--- src/rtl/exp_wrap_pkg.sv ---
// Shared definitions for the batched exponential wrapper: state encoding,
// default parameter values and the output-width derivation.
package exp_wrap_pkg;

  typedef enum logic [2:0] {
    S_IDLE,
    S_FETCH,
    S_ISSUE,
    S_WAIT,
    S_WRITE,
    S_DONE
  } state_t;

  localparam int XW_DEF    = 16;
  localparam int IW_DEF    = 2;
  localparam int FW_DEF    = 16;
  localparam int UW_DEF    = 2;
  localparam int DEPTH_DEF = 4;
  localparam int CW_DEF    = 8;

  // Result width that holds {int, frac} shifted by the largest possible u.
  function automatic int calc_ow(input int iw, input int fw, input int uw);
    return iw + fw + (2 ** uw) - 1;
  endfunction

endpackage

--- src/rtl/exp_batch_wrapper_sample_fifo.sv ---
// Small sample FIFO with first-word-fall-through read data.
// Pointers carry one extra wrap bit to tell full from empty.
module sample_fifo #(
  parameter int W     = 18,
  parameter int DEPTH = 4
) (
  input  logic         clk,
  input  logic         rst,
  input  logic         i_push,
  input  logic         i_pop,
  input  logic [W-1:0] i_din,
  output logic         o_full,
  output logic         o_empty,
  output logic [W-1:0] o_dout
);

  localparam int AW = $clog2(DEPTH);

  logic [W-1:0] r_mem [DEPTH];
  logic [AW:0]  r_wr_ptr;
  logic [AW:0]  r_rd_ptr;
  logic         w_wr_en;
  logic         w_rd_en;

  assign o_empty = (r_wr_ptr == r_rd_ptr);
  assign o_full  = (r_wr_ptr[AW] != r_rd_ptr[AW]) &&
                   (r_wr_ptr[AW-1:0] == r_rd_ptr[AW-1:0]);
  assign w_wr_en = i_push && !o_full;
  assign w_rd_en = i_pop && !o_empty;
  assign o_dout  = r_mem[r_rd_ptr[AW-1:0]];

  always_ff @(posedge clk) begin
    if (w_wr_en) r_mem[r_wr_ptr[AW-1:0]] <= i_din;
  end

  always_ff @(posedge clk or posedge rst) begin
    if (rst) begin
      r_wr_ptr <= '0;
      r_rd_ptr <= '0;
    end else begin
      if (w_wr_en) r_wr_ptr <= r_wr_ptr + (AW+1)'(1);
      if (w_rd_en) r_rd_ptr <= r_rd_ptr + (AW+1)'(1);
    end
  end

endmodule

--- src/rtl/exp_batch_wrapper.sv ---
// Batched front end for the exponential engine: queues (x, u) samples and
// runs batch_len of them through the engine, emitting shifted results.
//
// state   | meaning
// IDLE    | waiting for w_start
// FETCH   | pop next sample (parks while FIFO empty)
// ISSUE   | eng_start pulse
// WAIT    | waiting for eng_done, capture shifted result
// WRITE   | wr_reg pulse with wr_addr = index
// DONE    | w_done pulse
module exp_batch_wrapper
  import exp_wrap_pkg::*;
#(
  parameter int XW    = XW_DEF,
  parameter int IW    = IW_DEF,
  parameter int FW    = FW_DEF,
  parameter int UW    = UW_DEF,
  parameter int DEPTH = DEPTH_DEF,
  parameter int CW    = CW_DEF
) (
  input  logic                          clk,
  input  logic                          rst,
  input  logic                          in_valid,
  output logic                          in_ready,
  input  logic [XW-1:0]                 in_x,
  input  logic [UW-1:0]                 in_u,
  input  logic                          w_start,
  input  logic [CW-1:0]                 batch_len,
  output logic                          busy,
  output logic                          w_done,
  output logic                          eng_start,
  output logic [XW-1:0]                 eng_x,
  input  logic                          eng_done,
  input  logic [IW-1:0]                 eng_int,
  input  logic [FW-1:0]                 eng_frac,
  output logic                          wr_reg,
  output logic [CW-1:0]                 wr_addr,
  output logic [calc_ow(IW,FW,UW)-1:0]  wr_data
);

  localparam int OW = calc_ow(IW, FW, UW);
  localparam int SW = XW + UW;

  state_t        r_state;
  state_t        w_next;
  logic [CW-1:0] r_len;
  logic [CW-1:0] r_index;
  logic [CW-1:0] r_wr_addr;
  logic [UW-1:0] r_u;
  logic [XW-1:0] r_eng_x;
  logic [OW-1:0] r_wr_data;
  logic          w_full;
  logic          w_empty;
  logic          w_pop;
  logic [SW-1:0] w_fifo_dout;
  logic [OW-1:0] w_shifted;
  logic          w_last;

  assign in_ready  = !w_full;
  assign w_pop     = (r_state == S_FETCH) && !w_empty;
  assign w_shifted = OW'({eng_int, eng_frac}) << r_u;
  assign w_last    = (r_index == r_len - CW'(1));

  sample_fifo #(.W(SW), .DEPTH(DEPTH)) u_fifo (
    .clk     (clk),
    .rst     (rst),
    .i_push  (in_valid),
    .i_pop   (w_pop),
    .i_din   ({in_x, in_u}),
    .o_full  (w_full),
    .o_empty (w_empty),
    .o_dout  (w_fifo_dout)
  );

  always_ff @(posedge clk or posedge rst) begin
    if (rst) r_state <= S_IDLE;
    else     r_state <= w_next;
  end

  always_comb begin
    w_next = r_state;
    case (r_state)
      S_IDLE:  if (w_start) w_next = (batch_len == '0) ? S_DONE : S_FETCH;
      S_FETCH: if (!w_empty) w_next = S_ISSUE;
      S_ISSUE: w_next = S_WAIT;
      S_WAIT:  if (eng_done) w_next = S_WRITE;
      S_WRITE: w_next = w_last ? S_DONE : S_FETCH;
      S_DONE:  w_next = S_IDLE;
      default: w_next = S_IDLE;
    endcase
  end

  always_ff @(posedge clk or posedge rst) begin
    if (rst) begin
      r_len     <= '0;
      r_index   <= '0;
      r_wr_addr <= '0;
      r_u       <= '0;
      r_eng_x   <= '0;
      r_wr_data <= '0;
    end else begin
      case (r_state)
        S_IDLE: if (w_start && batch_len != '0) begin
          r_len   <= batch_len;
          r_index <= '0;
        end
        S_FETCH: if (!w_empty) begin
          r_eng_x <= w_fifo_dout[SW-1:UW];
          r_u     <= w_fifo_dout[UW-1:0];
        end
        // Address is captured with the data so both hold until the next write.
        S_WAIT: if (eng_done) begin
          r_wr_data <= w_shifted;
          r_wr_addr <= r_index;
        end
        S_WRITE: if (!w_last) r_index <= r_index + CW'(1);
        default: ;
      endcase
    end
  end

  assign busy      = (r_state != S_IDLE) && (r_state != S_DONE);
  assign w_done    = (r_state == S_DONE);
  assign eng_start = (r_state == S_ISSUE);
  assign wr_reg    = (r_state == S_WRITE);
  assign eng_x     = r_eng_x;
  assign wr_addr   = r_wr_addr;
  assign wr_data   = r_wr_data;

endmodule
--- config.mk ---
export PLATFORM = sky130hd
export DESIGN_NAME = exp_batch_wrapper
export DESIGN_NICKNAME = d
export VERILOG_FILES = /design/src/rtl/exp_wrap_pkg.sv /design/src/rtl/exp_batch_wrapper_sample_fifo.sv /design/src/rtl/exp_batch_wrapper.sv
export SDC_FILE = /design/constraint.sdc
export NUM_CORES = 1
export LEC_CHECK = 0
export CORE_MARGIN = 2
export CORE_UTILIZATION = 25
export CTS_CLUSTER_DIAMETER = 80
export DETAILED_ROUTE_END_ITERATION = 8
export PLACE_DENSITY = 0.44
export RECOVER_POWER = 50
export SLEW_MARGIN = 20
export SYNTH_ARGS = -nofsm -noshare
export SYNTH_HDL_FRONTEND = slang
export SYNTH_SLANG_ARGS = --single-unit
--- constraint.sdc ---
create_clock -name clk -period 5.4 [get_ports clk]
set_clock_uncertainty 0.1 [all_clocks]
set_input_delay 1.08 -clock clk [delete_from_list [all_inputs] [get_ports clk]]
set_output_delay 1.08 -clock clk [all_outputs]
set_load 0.02 [all_outputs]
# ---- Word-level counts from Yosys, hierarchy flattened
# Memory sizes are Yosys's and may differ from the RTL's. A register that Yosys moved wholly into a read port is not among the register bits.
# Cells that the tools add are included.
dict set report word_totals {
  regBits 54
  n_memories 1
  word_cells 58
  mem_bits_rw 72
}
dict set report op_classes {
  addsub 4
  reduce_logical 18
  eq_ne 15
  bitwise_logic 1
  shift 1
  mux 11
}
# memory depth word_bits read_ports rd_clocked_by_memory_dff wr line
set mem_list {}
lappend mem_list {u_fifo.r_mem 4 18 1 1 1 exp_batch_wrapper_sample_fifo.sv:19} ;# logic [W-1:0] r_mem [DEPTH];
# operator count
set op_table {}
lappend op_table {{18-bit by 2-bit << shifter with 21-bit output} 1}
lappend op_table {{8-bit 2-to-1 mux} 2}
lappend op_table {{8-bit case mux with 2 select lines} 1}
lappend op_table {{3-bit 2-to-1 mux} 5}
lappend op_table {{3-bit case mux with 5 select lines} 1}
lappend op_table {{2-bit inequality test (second input constant)} 5}
lappend op_table {{8-bit by 1-bit adder with 8-bit output (second input constant)} 1}
lappend op_table {{8-bit == test} 1}
lappend op_table {{8-bit zero test} 1}
lappend op_table {{8-bit nonzero test} 1}
lappend op_table {{8-bit by 1-bit subtractor with 8-bit output (second input constant)} 1}
lappend op_table {{3-bit by 1-bit adder with 3-bit output (second input constant)} 2}
lappend op_table {{3-bit by 2-bit == test with 1-bit output (second input constant)} 2}
lappend op_table {{3-bit == test (second input constant)} 2}
lappend op_table {{1-bit logical AND} 6}
lappend op_table {{2-bit AND reduction} 3}
lappend op_table {{3-bit AND reduction} 2}
lappend op_table {{3-bit by 1-bit == test with 1-bit output (second input constant)} 1}
lappend op_table {{3-bit == test} 1}
lappend op_table {{3-bit zero test} 1}
lappend op_table {{3-bit inequality test (second input constant)} 1}
lappend op_table {{3-bit nonzero test} 1}
lappend op_table {{2-bit == test} 1}
lappend op_table {{1-bit zero test} 2}
lappend op_table {{4 further kinds} 5}

# ---- Longest topological paths before layout
# Gate-level depths: netlist of the first run.
dict set report logic_depth {
  word_depth 6
  depth_mapped 9
}

# ---- Cells and area by module
# From an unflattened synthesis of the first run, not the netlist that was laid out.
dict set report hier_totals {
  cells_unflattened 432
  hier_area_um2 6418.7
}
# module cells_per_inst instances area_each_um2
set by_module_without_submodules {}
lappend by_module_without_submodules {exp_batch_wrapper 288 1 3326.9}
lappend by_module_without_submodules {sample_fifo 144 1 3091.7}

# ---- Worst setup path before layout of the first run
# OpenSTA, ideal clock, no wires.
dict set report synth_path {
  path_type {reg-to-reg}
  start {register r_len[0]}
  end {register r_index[6]}
  path_stages_with_launch 10
  t_arrival_ns 2.261
  synth_period_minus_slack_ns 2.441
  required_time_ns 5.221
  setup_slack_ns 2.959
  path_cell_list {dfrtp_1 inv_1 ha_1 xnor2_1 a311o_1 a221o_1 a2111oi_2 a31oi_4 nand4_1 mux2i_1}
}
dict set report synth_via {
  elab_chain_cells 4
}
# element line
set synth_lines {}
lappend synth_lines {{from (decl)} exp_batch_wrapper.sv:46} ;# logic [CW-1:0] r_len;
lappend synth_lines {{from (signal assigned)} exp_batch_wrapper.sv:104} ;# r_len <= batch_len;
lappend synth_lines {{8-bit by 1-bit subtractor with 8-bit output} exp_batch_wrapper.sv:62} ;# assign w_last = (r_index == r_len - CW'(1));
lappend synth_lines {{8-bit == test} exp_batch_wrapper.sv:62}
lappend synth_lines {{2-bit inequality test (no source line)} --}
lappend synth_lines {{3-bit AND reduction (no source line)} --}
lappend synth_lines {{to (signal assigned)} exp_batch_wrapper.sv:116} ;# S_WRITE: if (!w_last) r_index <= r_index + CW'(1);
lappend synth_lines {{to (decl)} exp_batch_wrapper.sv:47} ;# logic [CW-1:0] r_index;
# No other way between the ends.
# A chain may end at the register's enable or synchronous reset.

# ---- Worst setup path after layout of the first run
dict set report layout_path {
  start {register u_fifo.r_rd_ptr[1]}
  end {output port in_ready}
}
dict set report layout_via {
  elab_chain_cells 3
}
# element line
set layout_lines {}
lappend layout_lines {{from (decl)} exp_batch_wrapper_sample_fifo.sv:21} ;# logic [AW:0] r_rd_ptr;
lappend layout_lines {{from (signal assigned)} exp_batch_wrapper_sample_fifo.sv:42} ;# if (w_rd_en) r_rd_ptr <= r_rd_ptr + (AW+1)'(1);
lappend layout_lines {{2-bit == test} exp_batch_wrapper_sample_fifo.sv:27} ;# (r_wr_ptr[AW-1:0] == r_rd_ptr[AW-1:0]);
lappend layout_lines {{1-bit logical AND} exp_batch_wrapper_sample_fifo.sv:26} ;# assign o_full = (r_wr_ptr[AW] != r_rd_ptr[AW]) &&
lappend layout_lines {{1-bit zero test} exp_batch_wrapper.sv:59} ;# assign in_ready = !w_full;
lappend layout_lines {{to (decl)} exp_batch_wrapper.sv:24} ;# output logic in_ready,
# No other way between the ends.

==> metrics.md, run 1 <==
| Metric | Value |
|---|---|
| Relative slew slack | -0.341 |
| Hold Path Stages | 1 |
| 1st-pass router iterations | 4 |
| Crit path cell chain | xor2_1 > nor2_1 > nand2_1 > clkdlybuf4s50_1 |
| Routed Antenna Nets | 0 |
| Iteration-0 DRC Markers | about 200 |
| Vias in the first global route | roughly 4000 |
| Antenna cell count | 0 |
| Crit share post-route | 0.692 |
| CP Data Required Time | approximately 4.2 ns |
| Initial antenna violation count | 0 |
| LEAKAGE | 3.14 nW |
| Final setup fails | 0 |
| Die footprint | around 0.026 mm^2 |
| Total power | 4.98 mW |
| Worst setup path startpoint | u_fifo.r_rd_ptr[1] |
| Fillers | about 2500 |
| Post-synth top area cell | edfxtp_1 |
| Achievable Freq | about 270 MHz |
| Failing checks | max-capacitance violations, max-slew violations |
| TritonCTS Buffers | 17 |
| Worst path slowest cell | dfrtp_1 |
| Pwr Density | ~600 mW/mm^2 |
| Crit end category | primary output |
| EDFF count, synth | 72 |
| Clock-pin slew on the worst setup and hold paths | around 0.060 ns |
| Largest cells by area after synthesis | edfxtp_1 34%, dfrtp_1 29%, mux4_2 9.3%, mux2_2 7.2%, nand2_1 3.0% |
| Syn Nets | around 480 |
| Die Width | ~160 um |
| Number of max-cap violations | 2 |
| CTS Sinks | 144 |
| Hold Violations, Final | 0 |
| Clock root cell | clkbuf_16 |
| DRT Wirelength | about 14000 um |
| Avg WL per Cell | 16.6 um |
| Asr flop ratio synth | 0.500 |
| Post-synth top area share | 0.343 |
| CP Launch Type | register |
| Outcome | complete, but fails checks |
| Setup Fix Bufs, Post-CTS | 0 |
| Pre-CTS setup slack | between 2 and 2.5 ns |
| Post-layout min period | about 3.7 ns |
| GPL Wtd Cong | approximately 0.78 |
| GRT overflow | 0 |
| Syn avg cell area | around 15 um^2 |
| CTS tree | yes |
| VDD IR max | 0.000226 V |
| Crit Path Max Fanout | 21 |
| FF-to-FF path depth | 6 |
| Synth Flop Type | edfxtp_1 |
| Hpwl dp | roughly 9400 um |
| Yosys synthesis warning count | 0 |
| CP max stage delay | between 1 and 1.5 ns |
| Area of the core | between 0.02 and 0.025 mm^2 |
| Row Count | 58 |
| First-pass GRT wire length | between 20000 and 25000 um |
| Post-synthesis cell count | 427 |
| Post-CTS Resized | 0 |
| CP Data Arrival Time | approximately 2.6 ns |
| Seq/Total Area, Yosys | 0.630 |
| Layout Nets | 581 |
| Initial core utilization | 0.252 |
| Critical R2R Launch | u_fifo.r_rd_ptr[1] |
| WS Path Type | register to primary output |
| Hold Buf Count CTS | 0 |
| Max Slew Vio Count | roughly 80 |
| Port bufs | 98 |
| Hold WC Path Type | register to register |
| Fin Hold WS | between 0.3 and 0.4 ns |
| Hold_sp | u_fifo.r_wr_ptr[2] |
| RSZ-0062 raised after global routing | false |
| Latest clock arrival within the worst-skew pair | roughly 0.4 ns |
| Clock buffer depth | 2 |
| Vias | between 3000 and 4000 |
| Htree depth | 4 |
| Vias/cell | 4.44 |
| I/O pin cnt | ~100 |
| Fin worst setup slack | between 1.5 and 2 ns |
| Height of the die | 163 um |
| Largest net degree at the start of global routing | 42 |
| Register bit total from synthesis | 144 |
| Tot GR Track Use | 0.113 |
| Share of layout cells above drive strength 1 | 0.205 |
| Drc violations | 0 |
| Netlist cell types | 46 |
| Layout area overhead | 31.2% |
| Synthesized area | ~0.0063 mm^2 |
| Finished Core Util | 0.331 |
| Slew @ Worst Pin | roughly 2 ns |
| Setup TNS | 0 ns |
[per-layer routing]
layer	global-route usage	up-vias	routed length [um]
li1	-	1787	-
met1	0.144	1944	6720
met2	0.186	102	6830
met3	0.0321	15	635
met4	0.0366	0	196
met5	0	-	0
[power by group]
group	switching [mW]	leakage (nW)	total, mW	internal [mW]
registers	0.326	1.56	1.86	1.53
logic	0.902	1.28	1.88	0.974
clock network	0.464	0.303	1.24	0.777
[synth_stat cells (2+ instances only)]
library cell  count
dfrtp_1          72
a221o_1           2
mux4_2           26
a31oi_1           2
a21oi_1           7
inv_1             9
xnor2_1          12
nand4_1           4
buf_2             2
ha_1              7
buf_1             2
nor2_1           11
xor2_1            5
nand2b_1          5
nor3_1            4
nand2_1          51
edfxtp_1         72
mux2i_1          15
nand3_1           5
o21ai_0          21
nor4_1            4
mux2_2           40
clkbuf_1         19
and3_1            6
a21o_1            2
a211oi_1          2
[worst max-delay path, delay by kind of cell, from the launching register on]
family | cells | cell delay [ns]
flops | 1 | 1.05
buf+inv | 1 | 0.64
xor+xnor | 1 | 0.24
simple gates | 2 | 0.21
[worst paths after layout]
| check | end | slack (ns) |
|---|---|---|
| hold reg to reg | u_fifo.r_wr_ptr[2] | 0.38 |
| min in group asynchronous | wr_addr[5] | 1.54 |
| setup reg to reg | u_fifo.r_rd_ptr[1] | 2.50 |
| hold / removal | u_fifo.r_wr_ptr[2] | 0.38 |
| max in group asynchronous | r_len[6] | 2.42 |
| setup / recovery | in_ready | 1.66 |
[cell type report]
type	count	area, um^2	area share
flip-flops and latches	144	3970	0.480
multi-input cells	250	2210	0.267
repair buffers	103	1020	0.124
clock buffers	19	433	0.0524
well taps	330	413	0.0500
clock inverters	12	183	0.0221
inverters	9	35.0	0.00424
[registers in the layout (all words and copies together) (netlist names)]
name	cells
u_fifo.r_mem	72
wr_data	21
eng_x	16
r_index	8
r_len	8
wr_addr	8
r_state	3
u_fifo.r_rd_ptr	3
u_fifo.r_wr_ptr	3
r_u	2
[cell usage in the layout, fill, tap and decap left out, types with 5 or more instances in the layout]
master and n:
clkdlybuf4s50_1 78, edfxtp_1 72, dfrtp_1 71, nand2_1 51
mux2_2 40, mux4_2 26, o21ai_0 21, dlygate4sd3_1 20
clkbuf_16 17, mux2i_1 15, xnor2_1 12, nor2_1 10
inv_1 8, a21oi_1 7, ha_1 7, xor2_1 5
nand3_1 5, nand2b_1 5
[kinds of logic after synthesis]
logic type | share of synthesized area
fa+ha+maj | 0.0139
flops | 0.630
simple gates | 0.0739
mux | 0.188
xor+xnor | 0.0262
buf+inv | 0.0203
compound gates | 0.0475
[through the flow]
stage,instance area (um^2),instances
floorplan,6290,427
detailed placement,7630,835
finish,8260,867
global placement,7630,835
CTS,8250,866
global route,8260,867
(Power assumes the default switching activity.)
==> run 2, diff against run 1 <==
--- a/config.mk
+++ b/config.mk
@@ -9,7 +9,7 @@
 export CORE_UTILIZATION = 25
 export CTS_CLUSTER_DIAMETER = 80
 export DETAILED_ROUTE_END_ITERATION = 8
-export PLACE_DENSITY = 0.44
+export PLACE_DENSITY = 0.46
 export RECOVER_POWER = 50
 export SLEW_MARGIN = 20
 export SYNTH_ARGS = -nofsm -noshare
==> constraint.sdc (replaced) <==
create_clock -name clk -period 3.3 [get_ports clk]
set_clock_uncertainty 0.1 [all_clocks]
set_input_delay 0.66 -clock clk [delete_from_list [all_inputs] [get_ports clk]]
set_output_delay 0.66 -clock clk [all_outputs]
set_load 0.02 [all_outputs]
==> metrics.md, run 2 (synthesis gave the netlist of run 1 again) <==
| Metric | Value |
|---|---|
| Die Width | around 160 um |
| Max Slew Vio Count | 73 |
| VDD IR max | 0.000369 V |
| Leading cell type in the layout, fill and taps excluded | clkdlybuf4s50_1 |
| I/O pin cnt | 99 |
| Drc violations | 0 |
| Latest clock arrival within the worst-skew pair | 0.41 ns |
| Vias | 3850 |
| Post-CTS Resized | 0 |
| Critical R2R Launch | r_len[0] |
| CTS Sinks | roughly 140 |
| CTS tree | yes |
| CP Launch Type | register |
| RSZ-0062 raised after global routing | false |
| Hpwl dp | approximately 9700 um |
| Vias/cell | 4.40 |
| Clock root cell | clkbuf_16 |
| Hold_sp | wr_data[0] |
| Hold Violations, Final | 0 |
| Combinational share of power | 0.394 |
| Clock-pin slew on the worst setup and hold paths | roughly 0.06 ns |
| Pwr Density | just under 1000 mW/mm^2 |
| First-pass GRT wire length | between 20000 and 25000 um |
| Most frequent cells in the layout | 78 x clkdlybuf4s50_1, 72 x dfrtp_1, 72 x edfxtp_1 |
| Worst Hold End | wr_data[0] |
| GPL Wtd Cong | 0.771 |
| Tot GR Track Use | 0.116 |
| Share of layout cells above drive strength 1 | 0.211 |
| Fillers | 2462 |
| Crit share post-route | 0.866 |
| Multi-input combinational cell area | ~0.0022 mm^2 |
| Crit end category | primary output |
| Slew @ Worst Pin | 1.98 ns |
| Failing checks | max-capacitance violations, max-slew violations |
| Reg2reg end | r_index[7] |
| Avg WL per Cell | about 17 um |
| Switching power total | about 2.8 mW |
| Hold Path Stages | 2 |
| Final setup fails | 0 |
| Layout Nets | about 600 |
| Flip-flop count of the largest register after layout | 72 |
| Clock buffer depth | 2 |
| Reg power frac | 0.365 |
| Post-layout min period | approximately 2.9 ns |
| Height of the die | between 150 and 200 um |
| Die footprint | 0.0265 mm^2 |
| Layout area overhead | 31.6% |
| Routed Antenna Nets | 0 |
| Crit Path Max Fanout | 12 |
| CP Data Required Time | ~2.5 ns |
| Flop2flop setup slack | between 0.6 and 0.7 ns |
| Relative slew slack | -0.321 |
| Htree depth | 4 |
| Setup TNS | 0 ns |
| FF-to-FF path depth | 9 |
| WS Path Type | register to primary output |
| Setup Fix Bufs, Post-CTS | 0 |
| Achievable Freq | approximately 350 MHz |
| Port bufs | 98 |
| Storage cell area | just under 0.004 mm^2 |
| Initial antenna violation count | 2 |
| Row Count | 58 |
| TritonCTS Buffers | 17 |
| Vias in the first global route | a little over 4000 |
| Fin worst setup slack | 0.442 ns |
| Initial core utilization | 0.252 |
| Fin Hold WS | between 0.3 and 0.4 ns |
| LEAKAGE | 3.17 nW |
| Iteration-0 DRC Markers | about 170 |
| Number of max-cap violations | 1 |
| Pre-CTS setup slack | between 0.6 and 0.7 ns |
| Largest net degree at the start of global routing | 73 |
| CP Data Arrival Time | about 2.1 ns |
| Area of the core | 0.0250 mm^2 |
| 1st-pass router iterations | 4 |
| Hold Buf Count CTS | 0 |
| Internal power | between 5 and 6 mW |
| Sw Share | 0.347 |
| GRT overflow | 0 |
| Outcome | complete, but fails checks |
| Hold WC Path Type | register to register |
| DRT Wirelength | approximately 15000 um |
| Clk pwr share | 0.241 |
==> run 2: cell count changes in the layout (fill, tap and decap cells not counted), moves of 2 or more <==
cell	before	now
clkinv_4	2	4
and3_2	3	0
clkbuf_2	0	2
and3_1	3	6
bufinv_16	4	2
buf_4	3	9
clkbuf_8	0	2
clkbuf_1	3	1
==> run 2: power by group through the flow <==
stage	logic [mW]	clock network, mW	registers, mW
finish	3.20	1.96	2.96
detailed placement	3.26	0	3.01
floorplan	1.90	0	3.10
CTS	3.28	2.03	2.98
global placement	3.23	0	2.98
global route	3.51	2.10	3.06
==> run 2: worst max-delay path: stages (launching register included) <==
cell	delay [ns]
dfrtp_1	0.51
nor2_1	0.27
nand2_1	0.15
inv_1	0.14
clkdlybuf4s50_1	0.62
==> run 2: area by class of cell <==
cell class                      count  share of cell area
Inverter                            9             0.00423
Clock buffer                       20              0.0551
Multi-Input combinational cell    250               0.266
Antenna cell                        1            0.000302
Clock inverter                     12              0.0177
Sequential cell                   144               0.479
Timing Repair Buffer              109               0.128
Tap cell                          330              0.0499
==> run 2: worst max path at each step <==
stage | from | endpoint | cells after the start
global placement | r_len[0] | r_index[3] | 9
detailed placement | r_len[0] | r_index[7] | 9
floorplan | rst | eng_x[0] | 1
global route | rst | eng_x[15] | 3
CTS | r_state[0] | wr_reg | 4
finish | r_state[0] | wr_reg | 4
==> run 2: per-layer routing <==
metal  up-vias  share of wire  GRT usage
li1       1801              -          -
met3        15          0.058     0.0392
met4         0          0.015     0.0342
met2       100           0.46      0.181
met5         -              0          0
met1      1934           0.47      0.155
==> run 2: metrics by stage <==
stage	instance area [um^2]	power (mW)	instances	util
floorplan	6290	5.01	427	-
global placement	7690	6.22	842	0.308
detailed placement	7690	6.27	842	0.308
CTS	8300	8.29	874	0.332
global route	8280	8.67	875	0.332
finish	8280	8.12	875	0.332
